[config.mk]
export PLATFORM = sky130hd
export DESIGN_NAME = bootstrap_loader
export DESIGN_NICKNAME = d
export VERILOG_FILES = /design/src/rtl/bootstrap_loader.sv
export SDC_FILE = /design/constraint.sdc
export NUM_CORES = 1
export LEC_CHECK = 0
export ABC_AREA = 1
export BUFFER_PORTS_ARGS = -buffer_cell sky130_fd_sc_hd__buf_2
export CAP_MARGIN = 20
export CORE_MARGIN = 2
export CORE_UTILIZATION = 54
export DETAILED_ROUTE_END_ITERATION = 10
export MAX_ROUTING_LAYER = met4
export PLACE_DENSITY = 0.82
export SYNTH_ARGS = -nofsm -noshare
export SYNTH_HDL_FRONTEND = slang
export SYNTH_SLANG_ARGS = --single-unit
[constraint.sdc]
create_clock -name master_clk_i -period 2.8 [get_ports master_clk_i]
set_input_delay 0.14 -clock master_clk_i [delete_from_list [all_inputs] [get_ports master_clk_i]]
set_output_delay 0.14 -clock master_clk_i [all_outputs]
set_load 0.005 [all_outputs]
[src/rtl/bootstrap_loader.sv]
// bootstrap_loader: packs an SPI byte stream into words, queues them in a FIFO and writes them to SRAM.
// Define BOOTSTRAP_CHECKSUM_EN to expect a trailing checksum word verified in the CHECK state.
module bootstrap_loader #(
  parameter int MEM_DATA_WIDTH    = 16,
  parameter int MEM_ADDRESS_WIDTH = 22,
  parameter int FIFO_DEPTH_LOG2   = 4,
  parameter int TIMEOUT_WIDTH     = 16
) (
  input  logic                         master_clk_i,
  input  logic                         master_rst_i,
  input  logic                         boot_start_i,
  input  logic [MEM_ADDRESS_WIDTH-1:0] boot_base_addr_i,
  input  logic [MEM_ADDRESS_WIDTH-1:0] boot_len_i,
  input  logic [TIMEOUT_WIDTH-1:0]     timeout_cycles_i,
  input  logic [7:0]                   spi_byte_i,
  input  logic                         spi_byte_valid_i,
  output logic                         spi_byte_ready_o,
  input  logic                         micro_req_i,
  input  logic [MEM_ADDRESS_WIDTH-1:0] micro_address_i,
  input  logic [MEM_DATA_WIDTH-1:0]    micro_datain_i,
  output logic                         micro_ack_o,
  output logic                         sram_req_o,
  output logic [MEM_ADDRESS_WIDTH-1:0] sram_address_o,
  output logic [MEM_DATA_WIDTH-1:0]    sram_datain_o,
  input  logic                         sram_ack_i,
  output logic                         boot_busy_o,
  output logic                         boot_done_o,
  output logic                         boot_error_o,
  output logic [1:0]                   boot_error_code_o,
  output logic [FIFO_DEPTH_LOG2:0]     fifo_level_o
);

  // state | meaning
  // IDLE  | nothing loaded since reset; micro owns SRAM
  // LOAD  | accepting bytes and writing words
  // DRAIN | all data words packed; flushing FIFO to SRAM
  // CHECK | comparing running sum against checksum word
  // DONE  | load complete; micro owns SRAM
  // ERROR | timeout or checksum failure; micro owns SRAM
  localparam logic [2:0] ST_IDLE  = 3'd0;
  localparam logic [2:0] ST_LOAD  = 3'd1;
  localparam logic [2:0] ST_DRAIN = 3'd2;
  localparam logic [2:0] ST_CHECK = 3'd3;
  localparam logic [2:0] ST_DONE  = 3'd4;
  localparam logic [2:0] ST_ERROR = 3'd5;

  localparam int BPW   = MEM_DATA_WIDTH / 8;
  localparam int BCW   = (BPW > 1) ? $clog2(BPW) : 1;
  localparam int DEPTH = 2 ** FIFO_DEPTH_LOG2;
  localparam logic [FIFO_DEPTH_LOG2:0] FULL_LVL = (FIFO_DEPTH_LOG2 + 1)'(DEPTH);

  logic [2:0]                   state_q, state_d;
  logic [MEM_ADDRESS_WIDTH-1:0] wr_addr_q, len_q, pushed_q, written_q;
  logic [TIMEOUT_WIDTH-1:0]     tmo_q, wd_q;
  logic [1:0]                   err_code_q;
  logic [BCW-1:0]               byte_cnt_q;
  logic [MEM_DATA_WIDTH-1:0]    pack_q, word_d;
  logic [MEM_DATA_WIDTH-1:0]    fifo_mem [DEPTH];
  logic [FIFO_DEPTH_LOG2-1:0]   rd_ptr_q, wr_ptr_q;
  logic [FIFO_DEPTH_LOG2:0]     level_q;
`ifdef BOOTSTRAP_CHECKSUM_EN
  logic [MEM_DATA_WIDTH-1:0]    sum_q, cks_q;
  logic                         cks_got_q;
`endif

  logic idle_like, loading, start_ok, fifo_full, fifo_empty, want_data;
  logic byte_ready, byte_acc, word_done, push, pop, wr_req, wd_fire;

  assign idle_like  = state_q inside {ST_IDLE, ST_DONE, ST_ERROR};
  assign loading    = (state_q == ST_LOAD) || (state_q == ST_DRAIN);
  assign start_ok   = boot_start_i && !micro_req_i && idle_like;
  assign fifo_full  = (level_q == FULL_LVL);
  assign fifo_empty = (level_q == '0);
  assign want_data  = (pushed_q < len_q);
`ifdef BOOTSTRAP_CHECKSUM_EN
  // The checksum word bypasses the FIFO, so a full FIFO does not block it.
  assign byte_ready = (state_q == ST_LOAD) && (want_data ? !fifo_full : !cks_got_q);
`else
  assign byte_ready = (state_q == ST_LOAD) && want_data && !fifo_full;
`endif
  assign byte_acc   = byte_ready && spi_byte_valid_i;
  assign word_done  = byte_acc && (byte_cnt_q == BCW'(BPW - 1));
  assign push       = word_done && want_data;
  assign wr_req     = loading && !fifo_empty;
  assign pop        = wr_req && sram_ack_i;
  assign wd_fire    = loading && (tmo_q != '0) && (wd_q == '0) && !byte_acc && !sram_ack_i;

  always_comb begin
    word_d = pack_q;
    word_d[byte_cnt_q*8 +: 8] = spi_byte_i;
  end

  assign spi_byte_ready_o  = byte_ready;
  assign boot_busy_o       = loading || (state_q == ST_CHECK);
  assign boot_done_o       = (state_q == ST_DONE);
  assign boot_error_o      = (state_q == ST_ERROR);
  assign boot_error_code_o = err_code_q;
  assign fifo_level_o      = level_q;
  assign micro_ack_o       = idle_like && sram_ack_i;
  assign sram_req_o        = idle_like ? micro_req_i     : wr_req;
  assign sram_address_o    = idle_like ? micro_address_i : wr_addr_q;
  assign sram_datain_o     = idle_like ? micro_datain_i  : fifo_mem[rd_ptr_q];

  always_comb begin
    state_d = state_q;
    case (state_q)
      ST_IDLE, ST_DONE, ST_ERROR: begin
        if (start_ok) state_d = (boot_len_i == '0) ? ST_DONE : ST_LOAD;
      end
      ST_LOAD: begin
        if (wd_fire) state_d = ST_ERROR;
`ifdef BOOTSTRAP_CHECKSUM_EN
        else if (!want_data && cks_got_q) state_d = ST_DRAIN;
`else
        else if (!want_data) state_d = ST_DRAIN;
`endif
      end
      ST_DRAIN: begin
        if (wd_fire) state_d = ST_ERROR;
`ifdef BOOTSTRAP_CHECKSUM_EN
        else if (written_q == len_q) state_d = ST_CHECK;
`else
        else if (written_q == len_q) state_d = ST_DONE;
`endif
      end
`ifdef BOOTSTRAP_CHECKSUM_EN
      ST_CHECK: state_d = (sum_q == cks_q) ? ST_DONE : ST_ERROR;
`endif
      default: state_d = ST_IDLE;
    endcase
  end

  always_ff @(posedge master_clk_i) begin
    if (push) fifo_mem[wr_ptr_q] <= word_d;
  end

  always_ff @(posedge master_clk_i or negedge master_rst_i) begin
    if (!master_rst_i) begin
      state_q    <= ST_IDLE;
      wr_addr_q  <= '0;
      len_q      <= '0;
      pushed_q   <= '0;
      written_q  <= '0;
      tmo_q      <= '0;
      wd_q       <= '0;
      err_code_q <= '0;
      byte_cnt_q <= '0;
      pack_q     <= '0;
      rd_ptr_q   <= '0;
      wr_ptr_q   <= '0;
      level_q    <= '0;
`ifdef BOOTSTRAP_CHECKSUM_EN
      sum_q      <= '0;
      cks_q      <= '0;
      cks_got_q  <= 1'b0;
`endif
    end else begin
      state_q <= state_d;
      if (start_ok) begin
        wr_addr_q  <= boot_base_addr_i;
        len_q      <= boot_len_i;
        tmo_q      <= timeout_cycles_i;
        wd_q       <= timeout_cycles_i;
        pushed_q   <= '0;
        written_q  <= '0;
        err_code_q <= '0;
        byte_cnt_q <= '0;
        pack_q     <= '0;
        rd_ptr_q   <= '0;
        wr_ptr_q   <= '0;
        level_q    <= '0;
`ifdef BOOTSTRAP_CHECKSUM_EN
        sum_q      <= '0;
        cks_got_q  <= 1'b0;
`endif
      end else begin
        if (byte_acc) begin
          byte_cnt_q <= word_done ? '0 : byte_cnt_q + 1'b1;
          pack_q     <= word_d;
        end
        if (push) begin
          wr_ptr_q <= wr_ptr_q + 1'b1;
          pushed_q <= pushed_q + 1'b1;
`ifdef BOOTSTRAP_CHECKSUM_EN
          sum_q    <= sum_q + word_d;
`endif
        end
`ifdef BOOTSTRAP_CHECKSUM_EN
        if (word_done && !want_data) begin
          cks_q     <= word_d;
          cks_got_q <= 1'b1;
        end
        if ((state_q == ST_CHECK) && (sum_q != cks_q)) err_code_q <= 2'b10;
`endif
        if (pop) begin
          rd_ptr_q  <= rd_ptr_q + 1'b1;
          wr_addr_q <= wr_addr_q + 1'b1;
          written_q <= written_q + 1'b1;
        end
        if (push != pop) level_q <= push ? level_q + 1'b1 : level_q - 1'b1;
        if (loading) wd_q <= (byte_acc || sram_ack_i) ? tmo_q : wd_q - 1'b1;
        if (wd_fire) err_code_q <= 2'b01;
      end
    end
  end

endmodule

==> results of run 1 <==
-- metal layers --
layer  track usage (%)  up-vias  share of wire, %
met3              4.15      150               7.8
met1              35.9     7979                39
met5                 -        -                 0
met4              12.5        0               3.9
li1                  -     7699                 -
met2              47.8      818                49
-- layout make-up --
cell class                      instances  area, sq um  area share (%)
Timing Repair Buffer                  316         2410            10.1
Multi-Input combinational cell       1395         7390            30.8
Sequential cell                       410        11500            48.1
Clock buffer                           51         1130            4.69
Tap cell                              468          586            2.44
Clock inverter                         28          285            1.19
Inverter                              174          658            2.74
-- power by group --
part | switching, mW | internal [mW] | leakage (nW)
Sequential | 0.717 | 7.71 | 4.31
Clock | 2.38 | 3.35 | 0.695
Combinational | 5.84 | 3.12 | 4.62
-- timing repair --
| item | in CTS | in global routing |
|---|---|---|
| setup endpoints to repair | 71 | 314 |
| hold endpoints to repair | 142 | 0 |
| pin swaps | 2 | 24 |
| setup buffers | 2 | 13 |
| gates resized for setup | 5 | 67 |
| hold buffers | 61 | 0 |
| gates cloned | 0 | 1 |
-- cells in the final DEF, fill, tap and decap left out, drive strengths merged, types with 17 or more instances in the layout --
| cell | synthesis | final |
|---|---|---|
| clkinv | 2 | 21 |
| o21ai | 268 | 268 |
| nor3 | 30 | 30 |
| a31oi | 17 | 17 |
| o221ai | 54 | 54 |
| nand3 | 103 | 103 |
| nand2 | 363 | 363 |
| o22ai | 18 | 18 |
| nand4 | 42 | 42 |
| inv | 172 | 174 |
| ha | 34 | 34 |
| a21oi | 42 | 42 |
| xor2 | 57 | 57 |
| edfxtp | 256 | 256 |
| dlygate4sd3 | 0 | 61 |
| clkbuf | 73 | 53 |
| nor2 | 307 | 307 |
| buf | 37 | 253 |
| dfrtp | 154 | 154 |
-- logic make-up (layout without fill, tap and decap cells) --
logic type / after synthesis / count (layout)
AO/OA/AOI/OAI: 421 / 421
XOR/XNOR: 69 / 69
adder cells (fa/ha/maj): 35 / 35
buffers and inverters: 284 / 569
flip-flops: 410 / 410
other: 1 / 1
AND/OR/NAND/NOR: 869 / 869
-- path summary, 6_finish.rpt --
path,start,endpoint,cells after the start
worst max-delay path,rd_ptr_q[0],sram_datain_o[1],7
worst min-delay path,sram_ack_i,written_q[21],3
worst max register to register,len_q[9],fifo_level_o[3],19
worst min register to register,wd_q[15],wd_q[15],2
max in group asynchronous,master_rst_i,tmo_q[6],3
min in group asynchronous,master_rst_i,fifo_level_o[0],2
-- metrics by stage --
stage	setup slack [ns]	area [sq um]	utilization, %	instances
floorplan	-0.0912	19800	-	2089
global placement	0.0855	21500	59.3	2686
detailed placement	-0.0330	21500	59.3	2686
CTS	0.000968	23600	64.9	2828
global route	-0.148	24000	66.0	2842
finish	0.00775	24000	66.0	2842
-- state kept, by name (all words and copies together) (netlist names), 3 cells and up --
register,cells
pushed_q,22
written_q,22
fifo_level_o,5
state_q,3
wr_addr_q,22
fifo_mem,256
len_q,22
wd_q,16
rd_ptr_q,4
tmo_q,16
pack_q,16
wr_ptr_q,4
-- tightest hold or removal path, stage by stage --
cell,delay (ns)
buf_2,0.14
nand3_2,0.19
o31ai_1,0.11
==> results_dict.tcl, run 1 <==
set metrics [dict create \
    vias_per_cell 5.86 \
    hold_viol_final 0 \
    syn_inst 2089 \
    ant_nets 0 \
    cp_slowest_stage_delay_ns 0.57 \
    initial_core_util_pct 54.5 \
    critPathArrivalTime_ns 2.65 \
    die_height_microns 195 \
    synth_xor_area_share_pct 3.05 \
    die_area_sq_um 38200 \
    worst-path-buf-inv 3 \
    drt_iter0_drc 1504 \
    gp_congestion 0.985 \
    ios 163 \
    synth_most_common_cell "nand2_1" \
    drt_wl_total_microns 54100 \
    die_x_microns 195 \
    r2r_slack_ns 0.04 \
    grt_pass1_wl_microns 84700 \
    slew_headroom_pct 55.6 \
    cts_max_level 2 \
    synth_seq_cells 410 \
    worstPathRequired_ns 2.66 \
    holdWs_ns 0.0677 \
    slowest_stage "dfrtp_4" \
    startpoint_type "register" \
    cts_sinks 410 \
    drc 0 \
    wl_per_cell_microns 19.0 \
    portBuffers 161 \
    powerDensity_nw_per_um2 963 \
    cellLeakagePower_nw 9.62 \
    synth_top_family_by_area "simple AND/OR/NAND/NOR gates" \
    grt.overflow.total 0 \
    antenna_found_initial 0 \
    finalPower_mw 23.1 \
    area.growth.synth_to_final_pct 21.2 \
    fin_crit_ns 2.79 \
    crit_type "reg -> out" \
    tightest_slew_ns 0.666 \
    synth-main-ff-cell "edfxtp_1" \
    synth_commonest_cells "358 x nand2_1, 303 x nor2_1, 256 x edfxtp_1, 222 x o21ai_0, 158 x inv_1" \
    yosysUniqueCellTypes 43 \
    core_area_sq_um 36300 \
    synth.avg_cell_area_sq_um 9.48 \
    fin_crit_sh_pct 99.7 \
    hp-class "in -> reg" \
    crit_chain "clkinv_2 > clkbuf_16 > o21ai_0 > o22ai_1 > o21ai_0 > a31oi_1 > buf_2" \
    grt_pass1_vias 16300 \
    clk_path_buf_depth 3 \
    cts.clk_slew.worst_paths_ns 0.06 \
    rsz0062_at_grt "true" \
    cts_tree "yes" \
    synth-compound-area-share_pct 12.2 \
    synth_top_area_share_pct 38.8 \
    synth_area_sq_um 19800 \
    seq_area_frac_synth_pct 58.3 \
    async_flop_share_pct 37.6 \
    status "finished, final reports clean" \
    clkLatencyLatePin_ns 0.57 \
    synth_fp_nets 2236 \
    yosysTopAreaCell "edfxtp_1" \
    finClkSkew_ns 0.0159 \
    antennaDiodeCount 0 \
    timing.critical_path.mode_cell "o21ai_0" \
    drive_gt1_share_pct 17.3 \
    end_kind "output port" \
    peakVddDrop_mv 0.728 \
    root_buffer "clkbuf_16" \
    fmax_ghz 0.358 \
    synth-simple-area-share_pct 18.5 \
    vias 16600 \
    synth.mux.area_fraction_pct 0 \
    core.rowCount 70 \
    grt_start_max_net_pins 85 \
    synth_warnings 0 \
    hpwlAfterDp_microns 34800 \
    gr-usage-all-layers_pct 29.0 \
    synth_fa_ha_area_share_pct 2.25 \
    cpLargestDelayFamily "compound AO/OA/AOI/OAI gates" \
    numCtsBuffers 43 \
    layout.nets 2487 \
    setup_tns_ns 0 \
    maxSlewViolCount 0 \
    max-cap-violations 0 \
    synthTopCellsByArea "edfxtp_1 39%, dfrtp_1 19%, nand2_1 6.8%" \
    setup_viol 0 \
    crit_fanout 42 \
    synth_edf_count 256 \
    drt-pass1-iter-count 6 \
    n_fill_cell 2581 \
]
Note: power is estimated with default switching activity, not from simulation.
==> run 2, diff against run 1 <==
MAX_ROUTING_LAYER = not set   (was met4)
PLACE_DENSITY = 0.76   (was 0.82)
==> run 2 against run 1 <==
Compared with the run above: sequential share of layout area shrank 0.26 points; combinational power grew 2.7%; core utilization grew 0.36 points; count of clock-buffer cells in the layout grew 5; non-clock buffer count grew 6; critical endpoint is now fifo_level_o[4]; worst hold slack lost 0.023 ns; sequential cell count is the same; critical path depth grew 12; via count shrank 0.61%.
==> results_dict.tcl, run 2 (synthesis results as in run 1) <==
set metrics [dict create \
    status "finished, final reports clean" \
    initial_core_util_pct 54.5 \
    ios 163 \
    gr-usage-met3_pct 4.18 \
    clk_path_buf_depth 3 \
    gp_congestion 0.928 \
    grt-busiest-layer "met2" \
    drc 0 \
    layout_common_cells "347 x nand2_1, 294 x nor2_1, 256 x edfxtp_1" \
    ant_nets 0 \
    drt-pass1-iter-count 5 \
    peakVddDrop_mv 0.613 \
    gr-usage-all-layers_pct 28.6 \
    drt_iter0_drc 1603 \
    finClkSkew_ns 0.0227 \
    dp_cells 2689 \
    gr-usage-met1_pct 37.9 \
    portBuffers 161 \
    core.rowCount 70 \
    end_kind "register" \
    die_area_sq_um 38200 \
    post-place-ws_ns -0.0952 \
    layout.nets 2492 \
    crit_type "reg -> reg" \
    finalWorstSetupSlack_ns 0.0770 \
    cts_sinks 410 \
    powerDensity_nw_per_um2 971 \
    slew_headroom_pct 51.2 \
    grt_pass1_vias 16400 \
    cellLeakagePower_nw 9.67 \
    grt_start_max_net_pins 131 \
    max-cap-violations 0 \
    root_buffer "clkbuf_16" \
    finalPower_mw 23.4 \
    cts_max_level 2 \
    drive_gt1_share_pct 17.6 \
    cts.clk_slew.worst_paths_ns 0.06 \
    maxSlewViolCount 0 \
    vias 16500 \
    tightest_slew_ns 0.731 \
    wl_per_cell_microns 19.5 \
    r2r_cells 19 \
    startpoint_type "register" \
    hpwlAfterDp_microns 36200 \
    n_fill_cell 2762 \
    antenna_found_initial 0 \
    use_met2_pct 49.1 \
    clkLatencyLatePin_ns 0.56 \
    final_common_cell "nand2_1" \
    crit_fanout 6 \
    hold_viol_final 0 \
    drt_wl_total_microns 55500 \
    rsz0062_at_grt "true" \
    critPathArrivalTime_ns 3.22 \
    largest_register_ffs 256 \
    holdPathStages 5 \
    worstPathRequired_ns 3.29 \
    regMostFlops "fifo_mem" \
    vias_per_cell 5.82 \
    fin_crit_sh_pct 97.2 \
    cts_tree "yes" \
    antennaDiodeCount 0 \
    fin_crit_ns 2.72 \
    fmax_ghz 0.367 \
    grt.overflow.total 0 \
    die_x_microns 195 \
    area.growth.synth_to_final_pct 21.9 \
    grt_pass1_wl_microns 86200 \
    core_area_sq_um 36300 \
    die_height_microns 195 \
    hp-class "in -> reg" \
    final_cells 2845 \
    numCtsBuffers 42 \
    setup_viol 0 \
]
-- run 2: cell count changes in the layout (fill, tap and decap cells not counted), moves of 4 or more --
cell      delta
buf_4        +7
clkinv_1     -6
buf_6        -4
clkbuf_1     +4
clkinv_2     -4
-- run 2: per-layer routing --
layer	share of wire, %	wire length, microns	vias up
met3	7.6	4200	110
met4	2.8	1550	0
met2	49	27400	753
met1	40	22300	7977
li1	-	-	7705
met5	0	0	-
-- run 2: layout make-up --
type	count	area (sq um)	area share [%]
Sequential cell	410	11500	47.8
Multi-Input combinational cell	1395	7400	30.7
Timing Repair Buffer	322	2500	10.4
Clock buffer	56	1150	4.78
Inverter	174	673	2.79
Tap cell	468	586	2.43
Clock inverter	20	273	1.13
-- run 2: power by group --
group / leakage, nW / internal (mW) / total [mW] / switching (mW)
registers: 4.31 / 7.71 / 8.42 / 0.709
clock network: 0.694 / 3.47 / 5.83 / 2.36
logic: 4.67 / 3.21 / 9.20 / 5.99
-- run 2: worst max-delay path: stages (launching register included) --
cell and delay (ns):
dfrtp_1 0.36, inv_1 0.15, ha_1 0.26, nand2_1 0.07
nor2_2 0.05, nand2_1 0.13, inv_1 0.06, nand2_1 0.07
nand3_2 0.09, nor2_2 0.13, nand4_1 0.10, buf_6 0.17
fa_2 0.38, nand3_2 0.07, nand2_1 0.06, xor2_1 0.20
inv_1 0.07, nand2_1 0.07, nand3_1 0.09, nand2_1 0.08
-- run 2: through the flow --
step | util (%) | TNS (ns) | cell area, sq um | hold WS [ns]
after detailed placement | 59.4 | -0.132 | 21600 | 0.168
after CTS | 65.2 | 0 | 23700 | 0.0426
after floorplan | - | -17.51 | 19800 | -0.156
after global routing | 66.4 | -2.66 | 24100 | 0.0515
final | 66.4 | 0 | 24100 | 0.0448
after global placement | 59.4 | 0 | 21600 | 0.166
-- run 2: final timing paths --
check	to	slack [ns]	from
worst min-delay path	pack_q[5]	0.04	spi_byte_i[5]
min in group asynchronous	len_q[18]	0.14	master_rst_i
worst min register to register	wd_q[15]	0.50	wd_q[15]
max in group asynchronous	wr_addr_q[7]	1.73	master_rst_i
worst max register to register	fifo_level_o[4]	0.08	len_q[18]
worst max-delay path	fifo_level_o[4]	0.08	len_q[18]
-- run 2: what timing repair did --
item,in CTS,in global routing
gates resized for setup,6,66
gates cloned,0,2
endpoints found under the hold margin,134,0
setup endpoints to repair,70,319
pin swaps,0,21
buffers inserted,2,15
hold buffers,61,0
==> run 3, diff against run 2 <==
MAX_ROUTING_LAYER = met4   (was not set)
==> run 3 against run 2 <==
Compared with the run above: fmax shrank 0.11%; die area is the same; routed wire length is essentially flat; critical path type is now reg -> out.
==> results_dict.tcl, run 3 (synthesis results as in run 1) <==
set metrics [dict create \
    gr-usage-all-layers_pct 29.2 \
    final_cells 2841 \
    cts_sinks 410 \
    slew_headroom_pct 49.3 \
    grt_pass1_wl_microns 85500 \
    clkLatencyLatePin_ns 0.57 \
    drt-pass1-iter-count 6 \
    layout_common_cells "352 x nand2_1, 294 x nor2_1, 256 x edfxtp_1" \
    root_buffer "clkbuf_16" \
    wl_per_cell_microns 19.6 \
    fin_crit_sh_pct 97.4 \
    cts_tree "yes" \
    critPathArrivalTime_ns 2.59 \
    status "finished, final reports clean" \
    power.internal_mw 14.5 \
    fin_util_pct 66.1 \
    core.rowCount 70 \
    crit_start "rd_ptr_q[0]" \
    drive_gt1_share_pct 16.8 \
    core_area_sq_um 36300 \
    clk_path_buf_depth 3 \
    n_fill_cell 2742 \
    reg2reg_from "len_q[4]" \
    p_clk_share_pct 26.4 \
    drt_wl_total_microns 55600 \
    worstPathRequired_ns 2.66 \
    portBuffers 161 \
    cp-endpoint "sram_datain_o[10]" \
    r2r_cells 19 \
    crit_fanout 56 \
    max-cap-violations 0 \
    tightest_slew_ns 0.760 \
    ant_nets 0 \
    finalWorstSetupSlack_ns 0.0741 \
    vias_per_cell 5.87 \
    layout.nets 2485 \
    area.growth.synth_to_final_pct 21.4 \
    crit_type "reg -> out" \
    power.share.sequential_pct 35.5 \
    hp-class "in -> reg" \
    die_height_microns 195 \
    fin_crit_ns 2.73 \
    vias 16700 \
    numCtsBuffers 43 \
    gp_congestion 0.906 \
    grt.overflow.total 0 \
    ios 163 \
    die_area_sq_um 38200 \
    combPwrFrac_pct 38.1 \
    startpoint_type "register" \
    post-place-ws_ns -0.0660 \
    regMostFlops "fifo_mem" \
    powerDensity_nw_per_um2 982 \
    r2r-end "fifo_level_o[4]" \
    grt_pass1_vias 16300 \
    largest_register_ffs 256 \
    fmax_ghz 0.367 \
    drt_iter0_drc 1822 \
    antennaDiodeCount 0 \
    setup_viol 0 \
    rsz0062_at_grt "true" \
    grt_start_max_net_pins 131 \
    cellLeakagePower_nw 9.69 \
    die_x_microns 195 \
    finClkSkew_ns 0.0236 \
    end_kind "output port" \
    p_sw_mw 9.07 \
    swShare_pct 38.4 \
    maxSlewViolCount 0 \
    cts.clk_slew.worst_paths_ns 0.06 \
    initial_core_util_pct 54.5 \
    r2r_slack_ns 0.13 \
    setup_tns_ns 0 \
    final_common_cell "nand2_1" \
    antenna_found_initial 0 \
    hold_viol_final 0 \
    drc 0 \
    holdWs_ns 0.0429 \
    cts_max_level 2 \
    dp_cells 2693 \
    hpwlAfterDp_microns 36300 \
    peakVddDrop_mv 0.567 \
]
==> run 3: changes by cell type in the layout (fill, tap and decap cells not counted), moves of 7 or more <==
| cell | previous run | this run |
|---|---|---|
| buf_4 | 74 | 67 |
| inv_2 | 26 | 18 |
| inv_1 | 144 | 153 |
| ha_4 | 13 | 4 |
| ha_1 | 21 | 30 |
==> run 3: area by class of cell <==
cell class / count / area (sq um) / area share (%)
clock inverter: 23 / 368 / 1.53
sequential: 410 / 11500 / 48.0
clock buffer: 57 / 1190 / 4.94
timing repair buffer: 314 / 2420 / 10.1
tap: 468 / 586 / 2.44
multi-input combinational: 1395 / 7280 / 30.3
inverter: 174 / 658 / 2.74
==> run 3: worst max-delay path, cell delays in order, from the launching register on <==
cell and delay, ns:
dfrtp_4 0.54, clkinv_2 0.18, buf_12 0.24, o21ai_0 0.14, o221ai_1 0.25, nand3_1 0.25
a31oi_1 0.23, buf_2 0.14
==> run 3: how the worst min path moves through the flow <==
stage / slack (ns) / end / cells past startpoint / startpoint
2_1_floorplan: -0.16 / boot_error_code_o[0] / 0 / master_rst_i
5_1_grt: 0.05 / rd_ptr_q[0] / 3 / sram_ack_i
3_5_place_dp: 0.20 / len_q[18] / 1 / master_rst_i
3_3_place_gp: 0.20 / len_q[18] / 1 / master_rst_i
4_1_cts: 0.02 / rd_ptr_q[0] / 3 / sram_ack_i
6_report: 0.04 / rd_ptr_q[0] / 3 / sram_ack_i
==> run 3: what timing repair did <==
action	in CTS	in global routing
gates resized for setup	1	41
endpoints found under the setup margin	34	306
endpoints found under the hold margin	139	0
buffers inserted	1	4
gates cloned	0	2
pin swaps	0	8
hold buffers	61	0
==> run 3: through the flow <==
step,power (mW),cell area (sq um)
CTS,23.2,23800
global placement,16.5,21600
finish,23.6,24000
detailed placement,16.9,21600
floorplan,13.8,19800
global route,25.0,24000
==> run 3: power by group through the flow <==
stage	Combinational (mW)	Clock [mW]	Sequential (mW)
detailed placement	8.44	0	8.45
global route	9.97	6.51	8.49
global placement	8.08	0	8.41
finish	9.00	6.23	8.39
CTS	8.57	6.30	8.34
floorplan	5.53	0	8.30
==> run 3: layer usage <==
layer | share of wire [%] | vias up | GRT usage, %
li1 | - | 7703 | -
met1 | 40 | 8021 | 37.9
met2 | 49 | 823 | 47.9
met3 | 8.2 | 135 | 3.71
met4 | 3.2 | 0 | 9.61
met5 | 0 | - | -
